--- config.mk ---
export PLATFORM = sky130hd
export DESIGN_NAME = wb_port_arbiter
export DESIGN_NICKNAME = d
export VERILOG_FILES = /design/src/rtl/wb_port_arbiter.sv
export SDC_FILE = /design/constraint.sdc
export NUM_CORES = 1
export LEC_CHECK = 0
export ABC_AREA = 0
export BUFFER_PORTS_ARGS = -buffer_cell sky130_fd_sc_hd__buf_2
export CORE_ASPECT_RATIO = 0.9
export CORE_MARGIN = 2
export CORE_UTILIZATION = 44
export DETAILED_ROUTE_END_ITERATION = 6
export GPL_TIMING_DRIVEN = 0
export PLACE_DENSITY = 0.88
export SYNTH_ARGS = -nofsm -noshare
export SYNTH_HDL_FRONTEND = slang
export SYNTH_SLANG_ARGS = --single-unit
--- constraint.sdc ---
create_clock -name clk -period 2.7 [get_ports clk]
set_clock_uncertainty 0.2 [all_clocks]
set_input_delay 0.27 -clock clk [delete_from_list [all_inputs] [get_ports clk]]
set_output_delay 0.27 -clock clk [all_outputs]
set_load 0.05 [all_outputs]
--- src/rtl/wb_port_arbiter.sv ---
// Register-file write-port arbiter: picks one of NUM_REQ valid/ready writeback
// sources per cycle and presents a registered {wb_en, wb_sel, wb_data} packet.
module wb_port_arbiter #(
  parameter int NUM_REQ   = 3,
  parameter int PRIO_MODE = 0,
  parameter int CNT_W     = 16
) (
  input  logic                       clk,
  input  logic                       reset,
  input  logic [NUM_REQ-1:0]         req_valid,
  input  logic [NUM_REQ*5-1:0]       req_sel,
  input  logic [NUM_REQ*32-1:0]      req_data,
  output logic [NUM_REQ-1:0]         req_ready,
  output logic [37:0]                writeback_packet,
  output logic [$clog2(NUM_REQ)-1:0] wb_src,
  output logic [CNT_W-1:0]           conflict_cnt
);

  localparam int SRC_W = $clog2(NUM_REQ);

  logic [SRC_W-1:0] rr_ptr_q, rr_ptr_d;
  logic             wb_en_q, wb_en_d;
  logic [4:0]       wb_sel_q, wb_sel_d;
  logic [31:0]      wb_data_q, wb_data_d;
  logic [SRC_W-1:0] wb_src_q, wb_src_d;
  logic [CNT_W-1:0] cnt_q, cnt_d;

  logic [SRC_W-1:0] scan;
  logic [SRC_W-1:0] gnt_idx;
  logic             gnt_found;
  logic [4:0]       sel_mux;
  logic [31:0]      data_mux;
  logic             multi_req;

  function automatic logic [SRC_W-1:0] wrap_inc(input logic [SRC_W-1:0] i);
    return (i == SRC_W'(NUM_REQ - 1)) ? '0 : i + SRC_W'(1);
  endfunction

  function automatic logic [CNT_W-1:0] sat_inc(input logic [CNT_W-1:0] c);
    return (&c) ? c : c + CNT_W'(1);
  endfunction

  // Scan starts at rr_ptr (round-robin) or index 0 (fixed priority) and wraps.
  always_comb begin
    scan      = (PRIO_MODE == 1) ? '0 : rr_ptr_q;
    gnt_idx   = '0;
    gnt_found = 1'b0;
    for (int k = 0; k < NUM_REQ; k++) begin
      if (!gnt_found && req_valid[scan]) begin
        gnt_found = 1'b1;
        gnt_idx   = scan;
      end
      scan = wrap_inc(scan);
    end
    if (reset) gnt_found = 1'b0;
  end

  always_comb begin
    req_ready = '0;
    if (gnt_found) req_ready[gnt_idx] = 1'b1;
  end

  always_comb begin
    sel_mux  = '0;
    data_mux = '0;
    for (int i = 0; i < NUM_REQ; i++) begin
      if (gnt_idx == SRC_W'(i)) begin
        sel_mux  = req_sel[i*5 +: 5];
        data_mux = req_data[i*32 +: 32];
      end
    end
  end

  assign multi_req = ($countones(req_valid) > 1);

  always_comb begin
    wb_en_d   = 1'b0;
    wb_sel_d  = wb_sel_q;
    wb_data_d = wb_data_q;
    wb_src_d  = wb_src_q;
    rr_ptr_d  = rr_ptr_q;
    cnt_d     = multi_req ? sat_inc(cnt_q) : cnt_q;
    if (gnt_found) begin
      // Writes to x0 still complete the handshake; only the enable is dropped.
      wb_en_d   = (sel_mux != 5'd0);
      wb_sel_d  = sel_mux;
      wb_data_d = data_mux;
      wb_src_d  = gnt_idx;
      rr_ptr_d  = wrap_inc(gnt_idx);
    end
  end

  always_ff @(posedge clk) begin
    if (reset) begin
      rr_ptr_q  <= '0;
      wb_en_q   <= 1'b0;
      wb_sel_q  <= '0;
      wb_data_q <= '0;
      wb_src_q  <= '0;
      cnt_q     <= '0;
    end else begin
      rr_ptr_q  <= rr_ptr_d;
      wb_en_q   <= wb_en_d;
      wb_sel_q  <= wb_sel_d;
      wb_data_q <= wb_data_d;
      wb_src_q  <= wb_src_d;
      cnt_q     <= cnt_d;
    end
  end

  assign writeback_packet = {wb_en_q, wb_sel_q, wb_data_q};
  assign wb_src           = wb_src_q;
  assign conflict_cnt     = cnt_q;

endmodule
# == Yosys cells after proc, flatten, opt, wreduce, memory -nomap -nowiden ==
# Cells that the tools add are included.
# W data, S select, Z words.
# classes
n_addsub,6
n_lt_le_gt_ge,6
eq_ne,4
n_mux,25
bitwise_logic,2
n_reduce_logical,10
# op_table
cell,count
$mux W32,3
$add A16 B1 Y16 const B,1
$reduce_and A16 Y1,1
$mux W5,3
$lt A2 B3 Y1 const B,4
$mux W2,6
$mux W1,8
$add A2 B1 Y2 const B,3
$bmux W1 S2,3
$eq A2 B2 Y1 const B,3
$reduce_bool A5 Y1,1
$add A2 B1 Y3,1
$gt A3 B1 Y1 const B,1
$logic_and A1 B1 Y1,3
$mux W3,1
$add A1 B1 Y2,1
$demux W1 S2,1
$eq A2 B1 Y1 const B,1
$ge A2 B1 Y1 const B,1
$logic_not A1 Y1,2
$logic_not A2 Y1,1
$not A1 Y1,2
$reduce_and A2 Y1,1
$reduce_or A2 Y1,1
# word_totals
register_bits,58
inputBits,116
out_inout_bits,59
word_cells,59

# == Logic depth before layout (Yosys ltp) ==
# logic_depth
word_depth,14
depth_mapped,7
mapped_depth_nobuf,6

# == Worst setup path after synthesis ==
# Ideal clock, no wire load.
# synth_timing
path_kind,flip-flop to output port
startpoint,register rr_ptr_q[1]
endpoint,output req_ready[1]
arrival_time_ps,1845
required_time_ps,2230
path_slack_ps,385
stages_incl_launch_ff,7
n_path_buf,2
path_cell_list,dfxtp_1 buf_2 a21boi_1 nor3_1 or2_1 clkbuf_1 nor2_1
# synth_between
elab_chain_cells,14
elab_cells_between_ends,29
classes_between,add/sub (2); order compare (2); eq/ne (2); mux (18); reduce/logical (5)
# synth_rtl
element,line,text
"start, declared",21,"logic [SRC_W-1:0] rr_ptr_q, rr_ptr_d;"
"start signal, assigned",102,rr_ptr_q <= rr_ptr_d;
"parallel branches: the longest is 13 deep, another holds $lt A2 B3 Y1",--,
$mux W3 *,60,if (gnt_found) req_ready[gnt_idx] = 1'b1;
"end, declared",13,"output logic [NUM_REQ-1:0] req_ready,"
# Mark *: on every way between the ends. The select of a mux whose other input is x is not followed.

# == Worst setup path after layout ==
# layout_timing
startpoint,register rr_ptr_q[0]
endpoint,output req_ready[2]
# The elaborated chain is that of the path after synthesis.

==> results.cfg <==
[cts]
tritoncts = built
cts_setup_buffers = 0
htreeDepth = 3
clkSlewWorstSetupHoldPaths_ns = 0.07
clkSinkCount = 58
root_buffer = clkbuf_8
tritoncts.num_buffers = 9
clk_latency_ns = 0.32
clock_path_buffers = 2

[logic_synthesis]
yosysUniqueCellTypes = 44
async_reset_ff_share_pct = 0
synth-seq-cells = 58
netlist_area_mm2 = 0.003022
ys_seq_area_share_pct = 38.43
synthesis.nets = 452
synth_edf_count = 0
ys.flop_type = dfxtp_1
synth.area.top_cells = dfxtp_1, mux2_2, mux2i_1, o21ai_0, nand2_1
syn_avg_cell_area_um2 = 9.047
yosys_warnings = 0
synth_cells = 334
synth_largest_area_cell = dfxtp_1
synth.top_cells.by_count = dfxtp_1, nand2_1, o21ai_0
synth_top_area_share_pct = 38.43
synth.most_common_cell = dfxtp_1

[routing]
drt_iter0_drc = 222
postRouteAntennaNets = 0
routed_wl_um = 9419
first_pass_iters = 5
wl_per_cell_um = 15.29
dr_total_vias = 3314
via_per_inst = 5.380
drc = 0

[layout]
n_antenna_cell = 0
layoutNonFillerInstCount = 616
nets = 639
drive_gt1_share_pct = 43.92
syn_to_final_growth_pct = 40.99
final_core_util_pct = 64.34
final_area_mm2 = 0.004260

[sta]
rsz0062_at_grt = no
min_period_ns = 2.574
slew_viol_final = 0
finalHoldViolations = 0
finalSetupViolations = 0
fmaxAchievable_mhz = 388.6
maxSlewHeadroom_pct = 59.42
worst_slew_pin_slew_ns = 0.6031
setup_tns_ns = 0
finalCritPeriodShare_pct = 95.32

[setup_path]
crit_arrival_ns = 2.10
worst_setup_path_end_kind = output port
worstPathRequired_ns = 2.23
cp-startpoint = rr_ptr_q[0]
worst_r2r_endpoint = wb_en_q
critical_path_class = flip-flop to output port
critPathMaxFanout = 10
cpPeakStageDelay_ns = 0.42
worst_path_max_delay_cell = dfxtp_1
rr_startpoint = rr_ptr_q[0]
cp_cell_sequence = nand2b_1, a21o_1, nand2_1, buf_2, nor2_1, clkbuf_4
reg2regPathDepth = 5
ff2ff_setup_slack_ns = 0.16
critPathLaunchType = flip-flop

[floorplan]
io-pin-count = 175
core-area_mm2 = 0.006621
start_util_pct = 45.63
rows = 28
die-area_mm2 = 0.007547
die_w_um = 91.35
die_h_um = 82.62

[hold_path]
min_to = wb_data_q[10]
min_path_cells = 3
min_path_type = input pin to flip-flop
holdCritStartpoint = req_data[74]

[status]
status = completed

[placed_design]
port_buffers = 174
hpwl_um = 7330
gp_congestion = 0.8927
dpl.cell_count = 598
place_area_mm2 = 0.004005

[power_and_ir_drop]
p_leak_uw = 0.002140
ir_drop_uv = 328.2
power_density_mw_per_mm2 = 596.1

[global_routing]
grt_pass1_vias = 2974
grt_pass1_wl_um = 13800
antenna_found_initial = 0
global_route.overflow_total = 0
grt_usage_pct = 23.31
grt_max_degree = 12

[job]
maxCapViolCount = 0
==> cell families after synthesis <==
group           count (synthesis)  share of synthesized area, %
buf+inv                        22                         3.147
flops                          58                         38.43
xor+xnor                       13                         3.768
simple gates                  103                         16.40
fa+ha+maj                       2                        0.8280
mux                            63                         22.15
compound gates                 73                         15.28
==> layout by cell type (no fill, tap or decap), types with 2 or more instances in the layout <==
cell	n
buf_2	180
dfxtp_1	58
nand2_1	44
o21ai_0	37
mux2i_1	32
mux2_2	30
nor2_1	21
clkbuf_1	11
xor2_1	10
clkbuf_8	9
nor3_1	6
nand3_1	6
a22o_1	6
a21o_1	5
and4_1	5
a21oi_1	4
o2111ai_1	4
a31oi_1	4
nand2b_1	3
and3_1	3
nand4_1	3
xnor2_1	3
clkinvlp_4	3
dlygate4sd3_1	3
inv_1	2
o211ai_1	2
and2_1	2
nor4b_1	2
nor4_1	2
o31ai_1	2
o221ai_1	2
ha_1	2
bufinv_16	2
==> power breakdown <==
group          internal (uW)  leakage, uW  switching [uW]
Sequential               924     0.000478            38.3
Combinational            249      0.00156             455
Clock                    521    0.0000987             352
Total                   1690      0.00214             846
==> metrics by stage <==
step / hold WS (ns) / power (uW) / setup WS (ns)
6_report: 0.01343 / 2539 / 0.1264
5_1_grt: 0.01040 / 2654 / 0.02699
4_1_cts: 0.0004697 / 2561 / 0.001177
3_5_place_dp: 0.2368 / 1677 / 0.2610
3_3_place_gp: 0.2294 / 1657 / 0.3032
2_1_floorplan: 0.2545 / 1460 / 0.3853
==> cell type report <==
cell class,count,area [um2]
Clock inverter,6,91.34
Multi-Input combinational cell,254,1773
Fill cell,557,2361
Sequential cell,58,1161
Tap cell,90,112.6
Buffer,19,83.83
Timing Repair Buffer,177,903.4
Clock buffer,10,127.6
Inverter,2,7.507
==> state kept, by name, indices dropped and copies added (netlist names) <==
register / cells
wb_data_q: 32
conflict_cnt: 16
wb_sel_q: 5
rr_ptr_q: 2
wb_src: 2
wb_en_q: 1
==> how the worst max path moves through the flow <==
stage,end,slack (ns),depth (start not counted)
floorplan,req_ready[1],0.39,6
global placement,req_ready[0],0.30,6
detailed placement,req_ready[0],0.26,6
CTS,req_ready[2],0.001,6
global route,req_ready[2],0.03,6
finish,req_ready[2],0.13,6
==> timing repair <==
| action | 4_1_cts | 5_1_grt |
|---|---|---|
| setup endpoints to repair | 1 | 3 |
| resized for setup | 1 | 3 |
| endpoints found under the hold margin | 3 | 0 |
| hold buffers | 3 | 0 |
==> worst max-delay path: cells and delay by family (launching register included) <==
kind                   cells  cell delay (ns)
DFF                        1             0.42
AOI/OAI and AO/OA          1             0.22
and+or+nand+nor            3             0.59
buffers and inverters      2             0.54
==> metal layers <==
metal / GRT usage [%] / up-vias / part of all wire, %
li1: - / 1591 / -
met1: 27.45 / 1552 / 41
met2: 41.70 / 152 / 51
met3: 5.717 / 19 / 6.7
met4: 8.939 / 0 / 2.0
met5: 0 / - / 0
Note: power is estimated with default switching activity, not from simulation.
